<file path="src/rtl/muldiv_unit.sv">
// Iterative radix-2 multiply/divide unit: shift-add multiply, restoring divide, sign fix-up in ADJ.
// Optional macro MULDIV_EARLY_OUT_EN lets multiply stop once the remaining multiplier bits are zero.
module muldiv_unit #(
  parameter int WIDTH = 32
) (
  input  logic             clk,
  input  logic             reset,
  input  logic             start,
  input  logic [1:0]       op,
  input  logic [WIDTH-1:0] a,
  input  logic [WIDTH-1:0] b,
  output logic             busy,
  output logic             done,
  output logic             div_zero,
  output logic [WIDTH-1:0] hi,
  output logic [WIDTH-1:0] lo
);

  localparam int CW = $clog2(WIDTH + 1);

  typedef enum logic [1:0] {IDLE, CALC, ADJ} state_t;

  state_t             r_state;
  state_t             w_nextState;
  logic [CW-1:0]      r_count;
  logic               r_isDiv;
  logic               r_divZero;
  logic               r_negQ;
  logic               r_negR;
  logic [2*WIDTH-1:0] r_acc;
  logic [2*WIDTH-1:0] r_mcand;
  logic [WIDTH-1:0]   r_opB;

  logic               w_aNeg;
  logic               w_bNeg;
  logic [WIDTH-1:0]   w_aMag;
  logic [WIDTH-1:0]   w_bMag;
  logic               w_startDivZero;
  logic               w_lastStep;
  logic               w_inAdj;
  logic [WIDTH:0]     w_shift;
  logic [WIDTH-1:0]   w_diff;
  logic               w_ge;
  logic [2*WIDTH-1:0] w_divAcc;
  logic [2*WIDTH-1:0] w_prod;
  logic [WIDTH-1:0]   w_quo;
  logic [WIDTH-1:0]   w_rem;

  // op[0]=0 selects the signed flavour for both multiply and divide
  assign w_aNeg         = ~op[0] & a[WIDTH-1];
  assign w_bNeg         = ~op[0] & b[WIDTH-1];
  assign w_aMag         = w_aNeg ? (~a + 1'b1) : a;
  assign w_bMag         = w_bNeg ? (~b + 1'b1) : b;
  assign w_startDivZero = op[1] & (b == '0);

  // Restoring step: the high half of r_acc is the partial remainder, the low half shifts dividend out and quotient in
  assign w_shift  = {r_acc[2*WIDTH-1:WIDTH], r_acc[WIDTH-1]};
  assign w_ge     = (w_shift >= {1'b0, r_opB});
  assign w_diff   = w_shift[WIDTH-1:0] - r_opB;
  assign w_divAcc = w_ge ? {w_diff, r_acc[WIDTH-2:0], 1'b1}
                         : {w_shift[WIDTH-1:0], r_acc[WIDTH-2:0], 1'b0};

  assign w_prod = r_negQ ? (~r_acc + 1'b1) : r_acc;
  assign w_quo  = r_negQ ? (~r_acc[WIDTH-1:0] + 1'b1) : r_acc[WIDTH-1:0];
  assign w_rem  = r_negR ? (~r_acc[2*WIDTH-1:WIDTH] + 1'b1) : r_acc[2*WIDTH-1:WIDTH];

`ifdef MULDIV_EARLY_OUT_EN
  assign w_lastStep = (r_count == CW'(1)) || (!r_isDiv && (r_opB[WIDTH-1:1] == '0));
`else
  assign w_lastStep = (r_count == CW'(1));
`endif

  always_ff @(posedge clk or posedge reset) begin
    if (reset) r_state <= IDLE;
    else       r_state <= w_nextState;
  end

  always_comb begin
    w_nextState = r_state;
    case (r_state)
      IDLE:    if (start) w_nextState = w_startDivZero ? ADJ : CALC;
      CALC:    if (w_lastStep) w_nextState = ADJ;
      ADJ:     w_nextState = IDLE;
      default: w_nextState = IDLE;
    endcase
  end

  always_comb begin
    busy    = (r_state != IDLE);
    w_inAdj = (r_state == ADJ);
  end

  always_ff @(posedge clk or posedge reset) begin
    if (reset) begin
      r_count   <= '0;
      r_isDiv   <= 1'b0;
      r_divZero <= 1'b0;
      r_negQ    <= 1'b0;
      r_negR    <= 1'b0;
      r_acc     <= '0;
      r_mcand   <= '0;
      r_opB     <= '0;
      done      <= 1'b0;
      div_zero  <= 1'b0;
      hi        <= '0;
      lo        <= '0;
    end else begin
      done     <= w_inAdj;
      div_zero <= w_inAdj & r_divZero;
      case (r_state)
        IDLE: begin
          if (start) begin
            r_isDiv   <= op[1];
            r_divZero <= w_startDivZero;
            r_negQ    <= w_aNeg ^ w_bNeg;
            r_negR    <= w_aNeg;
            r_acc     <= op[1] ? {{WIDTH{1'b0}}, w_aMag} : '0;
            r_mcand   <= {{WIDTH{1'b0}}, w_aMag};
            r_opB     <= w_bMag;
            r_count   <= CW'(WIDTH);
          end
        end
        CALC: begin
          r_count <= r_count - 1'b1;
          if (r_isDiv) begin
            r_acc <= w_divAcc;
          end else begin
            r_acc   <= r_acc + (r_opB[0] ? r_mcand : '0);
            r_mcand <= r_mcand << 1;
            r_opB   <= r_opB >> 1;
          end
        end
        ADJ: begin
          r_count <= '0;
          if (!r_divZero) begin
            if (r_isDiv) begin
              hi <= w_rem;
              lo <= w_quo;
            end else begin
              hi <= w_prod[2*WIDTH-1:WIDTH];
              lo <= w_prod[WIDTH-1:0];
            end
          end
        end
        default: ;
      endcase
    end
  end

endmodule

</file>
<file path="config.mk">
export PLATFORM = sky130hd
export DESIGN_NAME = muldiv_unit
export DESIGN_NICKNAME = d
export VERILOG_FILES = /design/src/rtl/muldiv_unit.sv
export SDC_FILE = /design/constraint.sdc
export NUM_CORES = 1
export LEC_CHECK = 0
export ABC_CLOCK_PERIOD_IN_PS = 7300
export BUFFER_PORTS_ARGS = -buffer_cell sky130_fd_sc_hd__buf_4
export CAP_MARGIN = 0
export CELL_PAD_IN_SITES_DETAIL_PLACEMENT = 1
export CELL_PAD_IN_SITES_GLOBAL_PLACEMENT = 2
export CORE_MARGIN = 1
export CORE_UTILIZATION = 34
export CTS_CLUSTER_DIAMETER = 40
export DETAILED_ROUTE_END_ITERATION = 16
export PLACE_DENSITY_LB_ADDON = 0.1
export SETUP_SLACK_MARGIN = 0.4
export SYNTH_ARGS = -nofsm -noshare
export SYNTH_HDL_FRONTEND = slang
export SYNTH_SLANG_ARGS = --single-unit
</file>
<file path="constraint.sdc">
create_clock -name clk -period 7.3 [get_ports clk]
set_input_delay 0.365 -clock clk [delete_from_list [all_inputs] [get_ports clk]]
set_output_delay 0.365 -clock clk [all_outputs]
set_load 0.005 [all_outputs]
</file>
==> qor.yml, run 1 <==
fmax_ghz: 0.201
dieArea_um2: 57700
avgSynthCellArea_um2: 7.86
vias: 18855
synth_fp_nets: 2631
arrival_ns: 5.42
cts-root-buf: "clkbuf_16"
finClkSkew_ns: 0.0185
finalCritPeriodShare: 0.681
powerDensity_nw_per_um2: 176
place_congestion: 0.939
seq_power_share: 0.329
area_delta_synth_final_pct: 18.2
async_flop_share: 1.00
initial_core_util: 0.347
peakVddDrop_uv: 151
worst_pin_slew_ns: 1.21
utilization: 0.410
grt_max_degree: 128
yosys_most_used_dff: "dfrtp_1"
fin_ws_ns: 2.33
drc: 0
coreArea_um2: 55600
synth_warnings: 0
path_max_fanout: 33
die_x_um: 240
required_ns: 7.75
relSlewSlack: 0.188
port_buffers: 135
rsz0062_at_grt: "no"
routedWlPerCell_um: 21.7
drt_wl_total_mm: 72.1
p_int_mw: 3.05
num_io_pins: 136
setup_violations: 0
cts_setup_buffers: 0
dp_slack_ns: 2.42
dp_hpwl_mm: 55.4
clock-sinks: 238
cts_tree: "done"
final_hold_viol_count: 0
ys_seq_area_frac: 0.309
grt_overflow: 0
drive_gt1_frac: 0.112
worstHoldPathType: "in2reg"
maxCapViolCount: 0
cts_buffer_depth: 3
clk_latency_ns: 0.60
crit_type: "reg2reg"
path_clk_slew_ns: 0.05
grt_pass1_wl_mm: 113
power.share.switching: 0.240
rows: 86
p_sw_mw: 0.966
end_kind: "flop"
syn_area_um2: 19300
dieHeight_um: 240
drtAntennaViolNets: 0
clkPwrFrac: 0.634
h-tree-depth: 2
status: "completed"
cts_made_buffers: 55
drt_iter0_drc: 1054
grt_pass1_vias: 18832
postSynthCellCount: 2456
fillCellCount: 6681
stdcell_area_um2: 22800
grt.total_usage: 0.252
finalSetupTns_ns: 0
drv_slew: 0
dr.pass1.iters: 5
antenna_found_initial: 0
cp-start-kind: "flop"
synth_cell_types: 86
num-nets-final: 2701
p_leak_nw: 10.0
pwr-share-comb: 0.037
dpl-instance-area_um2: 20900
hold_slack_ns: 0.0909
routed_via_density: 5.68
fin_crit_ns: 4.97
ys_seq_elements: 238
synth-edff-count: 0
-- metrics by stage --
stage	total power, mW	std cells
after floorplan	1.42	2456
after global placement	1.49	3215
after detailed placement	1.49	3215
after CTS	4.07	3319
after global routing	4.14	3319
final	4.02	3320
-- flip-flops by register name, summed over array words and instances (netlist names), 2 cells and up --
signal	count
r_mcand	64
r_state	2
r_acc	64
lo	32
r_opB	32
hi	32
r_count	6
-- synth_stat cells, types with 13 or more instances --
| library cell | count | share of area |
|---|---|---|
| a22oi_1 | 15 | 0.0058 |
| buf_1 | 16 | 0.0031 |
| nor3_1 | 48 | 0.012 |
| a211oi_1 | 21 | 0.0082 |
| nor2_1 | 192 | 0.037 |
| o21a_1 | 17 | 0.0066 |
| nand2_1 | 311 | 0.061 |
| a21oi_1 | 226 | 0.059 |
| o211ai_1 | 25 | 0.0097 |
| nand4_1 | 29 | 0.0094 |
| clkbuf_1 | 115 | 0.022 |
| nand2b_1 | 24 | 0.0078 |
| a21o_1 | 44 | 0.017 |
| ha_1 | 104 | 0.067 |
| dfrtp_1 | 238 | 0.31 |
| inv_1 | 72 | 0.014 |
| xor2_1 | 90 | 0.041 |
| nor4_1 | 21 | 0.0068 |
| and3_1 | 15 | 0.0049 |
| or3_1 | 24 | 0.0078 |
| or4_1 | 13 | 0.0051 |
| nor2b_1 | 16 | 0.0052 |
| nand3_1 | 34 | 0.0088 |
| a22o_1 | 33 | 0.015 |
| o31ai_1 | 38 | 0.015 |
| a31oi_1 | 27 | 0.0088 |
| mux2i_1 | 22 | 0.011 |
| o41ai_1 | 16 | 0.0073 |
| xnor2_1 | 102 | 0.046 |
| and2_1 | 73 | 0.024 |
| o21ai_0 | 282 | 0.073 |
-- kinds of logic after synthesis --
logic type / count (synthesis) / share of synthesized area
AO/OA/AOI/OAI: 849 / 0.273
AND/OR/NAND/NOR: 831 / 0.204
flip-flops: 238 / 0.309
buffers and inverters: 215 / 0.0444
XOR/XNOR: 192 / 0.0872
adder cells (fa/ha/maj): 106 / 0.0695
multiplexers: 25 / 0.0132
-- layout by cell type (no fill, tap or decap), drive strengths merged, types with 24 or more instances in the layout --
cell type	count
xor2	90
ha	104
nand4	29
nand2b	24
nand2	312
nor2	192
nor3	48
o21ai	286
or3	25
buf	154
nand3	34
o211ai	25
a21o	44
a21oi	227
and2	73
o31ai	40
inv	75
xnor2	102
dfrtp	238
a31oi	27
clkbuf	64
a22o	33
-- area by class of cell --
type | count | area [um2] | area share
antenna | 1 | 2.50 | 0.000110
timing repair buffer | 156 | 1190 | 0.0521
clock buffer | 64 | 1490 | 0.0654
sequential | 238 | 5960 | 0.261
tap | 748 | 936 | 0.0410
inverter | 72 | 278 | 0.0122
clock inverter | 38 | 423 | 0.0185
multi-input combinational | 2003 | 12500 | 0.549
-- critical path: stages (launching register included) --
cell and delay [ns]:
dfrtp_1 1.00, and2_1 0.24, ha_1 0.21, fa_1 0.25
a211o_1 0.14, o211ai_1 0.23, a2111oi_0 0.76, nor4_1 0.26
o31ai_1 0.75, a21oi_1 0.32, o31ai_1 0.36, xnor2_1 0.18
o211ai_1 0.10
-- routing by layer --
metal	global-route usage	vias up	wire length, um
met5	0	-	0
met4	0.0529	0	1300
met3	0.0318	88	3390
met2	0.358	453	29000
met1	0.397	9295	38400
li1	-	9019	-
-- worst paths after layout --
check / startpoint / to / slack (ns) / cells past startpoint
setup / recovery: r_opB[0] / r_acc[62] / 2.33 / 12
hold / removal: op[1] / r_isDiv / 0.09 / 2
setup reg to reg: r_opB[0] / r_acc[62] / 2.33 / 12
hold reg to reg: hi[12] / hi[12] / 0.48 / 2
max in group asynchronous: reset / r_isDiv / 5.51 / 4
min in group asynchronous: reset / lo[0] / 0.50 / 3
-- power by group through the flow --
stage | Combinational (mW) | Clock, mW | Sequential, mW
5_1_grt | 0.167 | 2.66 | 1.32
3_5_place_dp | 0.151 | 0 | 1.34
2_1_floorplan | 0.0720 | 0 | 1.34
6_report | 0.149 | 2.55 | 1.32
4_1_cts | 0.152 | 2.60 | 1.32
3_3_place_gp | 0.148 | 0 | 1.34
-- timing repair --
| action | 4_1_cts | 5_1_grt |
|---|---|---|
| resized for setup | 0 | 0 |
| endpoints found under the setup margin | 0 | 0 |
| endpoints found under the hold margin | 7 | 0 |
| hold buffers | 2 | 0 |
(Power assumes the default switching activity.)
==> inputs of run 2 (changes only) <==
--- a/config.mk
+++ b/config.mk
@@ -5,13 +5,14 @@
 export SDC_FILE = /design/constraint.sdc
 export NUM_CORES = 1
 export LEC_CHECK = 0
-export ABC_CLOCK_PERIOD_IN_PS = 7300
+export ABC_AREA = 1
+export ABC_CLOCK_PERIOD_IN_PS = 5100
 export BUFFER_PORTS_ARGS = -buffer_cell sky130_fd_sc_hd__buf_4
 export CAP_MARGIN = 0
 export CELL_PAD_IN_SITES_DETAIL_PLACEMENT = 1
 export CELL_PAD_IN_SITES_GLOBAL_PLACEMENT = 2
 export CORE_MARGIN = 1
-export CORE_UTILIZATION = 34
+export CORE_UTILIZATION = 33
 export CTS_CLUSTER_DIAMETER = 40
 export DETAILED_ROUTE_END_ITERATION = 16
 export PLACE_DENSITY_LB_ADDON = 0.1
==> constraint.sdc (replaced) <==
create_clock -name clk -period 5.1 [get_ports clk]
set_input_delay 0.255 -clock clk [delete_from_list [all_inputs] [get_ports clk]]
set_output_delay 0.255 -clock clk [all_outputs]
set_load 0.005 [all_outputs]
==> qor.yml, run 2 <==
die_x_um: 271
status: "completed"
postSynthCellCount: 4175
drc: 0
maxCapViolCount: 0
routedWlPerCell_um: 21.3
dieArea_um2: 73600
grt_overflow: 0
syn_area_um2: 23900
drtAntennaViolNets: 0
vias: 27269
place_congestion: 0.955
powerDensity_nw_per_um2: 703
cts_made_buffers: 57
synth_warnings: 0
synth_commonest_cells: "1472 x nand2_1, 705 x inv_1, 406 x nor2_1"
ys_seq_area_frac: 0.249
yosysTopAreaCell: "dfrtp_1"
dr.pass1.iters: 5
peakVddDrop_uv: 313
top_regs: "r_acc (64), r_mcand (64)"
required_ns: 5.60
antenna_found_initial: 2
cts_buffer_depth: 3
coreArea_um2: 71600
avgSynthCellArea_um2: 5.73
arrival_ns: 4.33
worst_pin_slew_ns: 1.33
async_flop_share: 1.00
cts_resized: 0
end_kind: "flop"
drt_iter0_drc: 1862
routed_via_density: 5.15
path_clk_slew_ns: 0.05
rows: 98
setup_violations: 0
area_delta_synth_final_pct: 17.8
dieHeight_um: 271
grt_pass1_wl_mm: 171
clock-sinks: 238
cts_setup_buffers: 0
fin_cells: 5295
synth_fp_nets: 4350
port_buffers: 135
path_max_fanout: 66
cts_tree: "done"
finClkSkew_ns: 0.0442
num_io_pins: 136
clk_latency_ns: 0.64
mostFrequentLayoutCells: "1472 x nand2_1, 700 x inv_1, 403 x nor2_1"
num-nets-final: 4473
worstHoldPathType: "in2reg"
ys_seq_elements: 238
cp-start-kind: "flop"
synth_cell_types: 54
fin_crit_ns: 3.83
p_leak_nw: 15.4
synth_area_leaders: "dfrtp_1 25%, nand2_1 23%, inv_1 11%, nor2_1 6.4%, nand3_1 6.4%"
power_mw: 19.8
initial_core_util: 0.334
drive_gt1_frac: 0.0787
fmax_ghz: 0.261
h-tree-depth: 2
yosys_most_used_dff: "dfrtp_1"
dp_hpwl_mm: 92.8
cts-root-buf: "clkbuf_16"
grt.total_usage: 0.306
finalCritPeriodShare: 0.751
synth.top_cell.area_share: 0.249
final_hold_viol_count: 0
finalSetupTns_ns: 0
relSlewSlack: 0.112
crit_type: "reg2reg"
synth-edff-count: 0
synth_most_common_cell: "nand2_1"
drt_wl_total_mm: 113
dp_cells: 5175
rsz0062_at_grt: "no"
grt_max_degree: 144
final_common_cell: "nand2_1"
grt_pass1_vias: 27191
drv_slew: 0
-- run 2: path summary, 6_finish.rpt --
check,endpoint,slack (ns),cells past startpoint,startpoint
max,r_acc[60],1.27,15,r_opB[0]
min in group asynchronous,lo[12],0.29,4,reset
min reg2reg,hi[9],0.47,2,hi[9]
max in group asynchronous,r_acc[51],3.88,5,reset
max reg2reg,r_acc[60],1.27,15,r_opB[0]
min,r_opB[17],0.01,5,b[17]
-- run 2: worst max-delay path: stages (launching register included) --
cell,delay (ns)
dfrtp_2,1.25
nand2_1,0.13
inv_1,0.10
ha_1,0.29
fa_1,0.30
nand3_1,0.10
nand3_1,0.16
nand3_1,0.10
nand3b_1,0.31
nand2_1,0.10
nand2_1,0.25
nand2_1,0.20
nand3_1,0.13
nand3_1,0.08
nand3_1,0.09
nand2_1,0.06
-- run 2: final cells by class --
class                           instances  area [um2]
Antenna cell                            1        2.50
Clock buffer                           63        1490
Clock inverter                         42         641
Fill cell                            9760       43400
Inverter                              716        2690
Multi-Input combinational cell       3106       14800
Sequential cell                       238        5960
Tap cell                              950        1190
Timing Repair Buffer                  179        1390
-- run 2: timing repair --
item | 4_1_cts | 5_1_grt
hold buffers | 14 | 0
endpoints found under the setup margin | 0 | 0
hold endpoints to repair | 125 | 0
-- run 2: metal layers --
metal | share of wire | wire length [um] | GRT usage
met1 | 0.48 | 54100 | 0.437
met2 | 0.44 | 49400 | 0.481
met3 | 0.055 | 6200 | 0.0372
met4 | 0.029 | 3230 | 0.0860
met5 | 0 | 0 | 0
-- run 2: kinds of logic (layout without fill, tap and decap cells) --
family / after synthesis / in the layout / synth area share
simple gates: 2390 / 2390 / 0.413
buf+inv: 831 / 1000 / 0.133
compound gates: 532 / 532 / 0.121
flops: 238 / 238 / 0.249
fa+ha+maj: 106 / 106 / 0.0560
xor+xnor: 78 / 78 / 0.0285
other cells: 0 / 1 / 0
-- run 2: metrics by stage --
step                 util  cell area, um2  worst slack [ns]  hold WS [ns]
floorplan               -           23900              1.73         0.411
global placement    0.362           25900              1.43         0.396
detailed placement  0.362           25900              1.40         0.396
CTS                 0.394           28200              1.35       0.00172
global route        0.394           28200             0.903        0.0433
finish              0.394           28200              1.27        0.0142
-- run 2: report_power, final --
| part | internal, mW | switching (mW) |
|---|---|---|
| combinational | 3.61 | 8.34 |
| sequential | 2.63 | 1.18 |
| clock | 2.76 | 1.30 |
==> inputs of run 3 (changes only) <==
--- a/config.mk
+++ b/config.mk
@@ -5,14 +5,14 @@
 export SDC_FILE = /design/constraint.sdc
 export NUM_CORES = 1
 export LEC_CHECK = 0
-export ABC_AREA = 1
-export ABC_CLOCK_PERIOD_IN_PS = 5100
+export ABC_AREA = 0
+export ABC_CLOCK_PERIOD_IN_PS = 3900
 export BUFFER_PORTS_ARGS = -buffer_cell sky130_fd_sc_hd__buf_4
 export CAP_MARGIN = 0
 export CELL_PAD_IN_SITES_DETAIL_PLACEMENT = 1
 export CELL_PAD_IN_SITES_GLOBAL_PLACEMENT = 2
 export CORE_MARGIN = 1
-export CORE_UTILIZATION = 33
+export CORE_UTILIZATION = 35
 export CTS_CLUSTER_DIAMETER = 40
 export DETAILED_ROUTE_END_ITERATION = 16
 export PLACE_DENSITY_LB_ADDON = 0.1
==> constraint.sdc (replaced) <==
create_clock -name clk -period 3.9 [get_ports clk]
set_input_delay 0.195 -clock clk [delete_from_list [all_inputs] [get_ports clk]]
set_output_delay 0.195 -clock clk [all_outputs]
set_load 0.005 [all_outputs]
==> qor.yml, run 3 (same netlist as run 1, synthesis figures left out) <==
dr_wl_met3_mm: 4.21
required_ns: 4.35
peakVddDrop_uv: 306
grt_max_degree: 114
crit_end: "r_acc[60]"
finalSetupTns_ns: 0
clk_latency_ns: 0.61
mostFrequentLayoutCells: "305 x nand2_1, 272 x buf_4, 260 x o21ai_0"
grt_overflow: 0
top_layer: "met4"
worst_pin_slew_ns: 1.25
place_congestion: 0.963
grt.total_usage: 0.271
path_max_fanout: 5
drv_slew: 0
relSlewSlack: 0.157
register_area_um2: 5970
fin_crit_ns: 3.62
drt_iter0_drc: 1320
cp-start-kind: "flop"
cts_buffer_depth: 3
num_io_pins: 136
cts_tree: "done"
final_hold_viol_count: 0
finClkSkew_ns: 0.0189
num-nets-final: 2842
dieArea_um2: 56100
crit_type: "reg2reg"
finalCritPeriodShare: 0.927
path_clk_slew_ns: 0.05
vias: 19432
drive_gt1_frac: 0.204
status: "completed"
port_buffers: 135
routed_via_density: 5.70
wirelength_met1_mm: 39.9
area_delta_synth_final_pct: 29.4
dr_wl_met2_mm: 31.5
powerDensity_nw_per_um2: 304
dp_slack_ns: 0.0518
reg2reg_to: "r_acc[60]"
setup_violations: 0
grt_pass1_wl_mm: 119
antenna_found_initial: 1
coreArea_um2: 54100
diodes: 0
reg2reg_slack_ns: 0.28
rows: 85
fillCellCount: 6384
cts_made_buffers: 53
drt_wl_total_mm: 77.1
end_kind: "flop"
r2r-start: "r_opB[0]"
cp-startpoint: "r_opB[0]"
clock-sinks: 238
initial_core_util: 0.356
final_common_cell: "nand2_1"
worstHoldPathType: "in2reg"
drc: 0
arrival_ns: 4.07
fin_ws_ns: 0.283
p_leak_nw: 10.9
rsz0062_at_grt: "yes"
dp_hpwl_mm: 58.8
die_x_um: 237
top_regs: "r_acc (64), r_mcand (64)"
multi_input_area_um2: 13500
h-tree-depth: 2
reg2reg_depth: 13
cts-root-buf: "clkbuf_16"
routedWlPerCell_um: 22.6
fmax_ghz: 0.276
maxCapViolCount: 0
dieHeight_um: 237
dr.pass1.iters: 5
drtAntennaViolNets: 0
grt_pass1_vias: 19685
==> run 3: cell types whose count changed in the layout (fill, tap and decap cells not counted), moves of 36 or more <==
cell     before  now
a21o_1        2   44
nand2_1    1472  305
buf_4       164  272
nand3_1     304   32
and2_1        6   67
nor2_1      403  188
xnor2_1      18  100
inv_1       700   71
nand4_1      65   29
ha_1        103   59
o21ai_0     186  260
==> run 3: per-stage QoR <==
stage,cells,power (mW),util,cell area (um2),hold slack [ns]
floorplan,2456,2.65,-,19300,0.291
global placement,3264,2.79,0.399,21600,0.238
detailed placement,3264,2.80,0.399,21600,0.247
CTS,3389,7.69,0.450,24400,0.00111
global route,3408,7.82,0.461,25000,0.0750
finish,3408,7.59,0.461,25000,0.0292
==> run 3: power by group <==
part           total [mW]  internal [mW]  leakage (nW)  switching, mW
logic               0.291          0.109          6.74          0.183
registers            2.48           2.48          3.22       0.000287
clock network        4.83           3.19         0.917           1.64
total                7.59           5.78          10.9           1.82
==> run 3: worst min-delay path by stage <==
stage          startpoint         to  slack, ns  depth (start not counted)
2_1_floorplan       op[0]     r_negQ       0.29                          1
3_3_place_gp        reset      lo[2]       0.24                          2
3_5_place_dp        reset      lo[2]       0.25                          2
4_1_cts              b[6]   r_opB[6]      0.001                          5
5_1_grt             b[14]  r_opB[14]       0.07                          5
6_report             b[6]   r_opB[6]       0.03                          5
==> run 3: layout make-up <==
cell class,count,share of cell area
clock inverters,36,0.0200
well taps,696,0.0349
clock buffers,64,0.0564
inverters,72,0.0110
multi-input cells,2003,0.541
repair buffers,299,0.0977
flip-flops and latches,238,0.239
==> run 3: what timing repair did <==
action | CTS | global route
pin swaps | 31 | 49
resized for setup | 112 | 94
hold buffers | 11 | 0
hold endpoints to repair | 25 | 0
buffers inserted | 12 | 17
cloned | 2 | 2
setup endpoints to repair | 37 | 40
==> run 3: metal layers <==
| metal | vias up | GRT usage |
|---|---|---|
| met1 | 9584 | 0.425 |
| met2 | 464 | 0.385 |
| met3 | 81 | 0.0400 |
| li1 | 9303 | - |
| met4 | 0 | 0.0610 |
| met5 | - | 0 |
==> run 3: critical path, stage by stage (launching register included) <==
cell       delay (ns)
dfrtp_2          0.49
clkbuf_16        0.21
and2_4           0.15
ha_4             0.16
fa_2             0.38
a211o_1          0.27
o211ai_1         0.20
a2111oi_4        0.15
or4_4            0.49
a21oi_4          0.23
o41ai_4          0.10
a221o_1          0.33
xnor2_1          0.18
o221ai_1         0.12
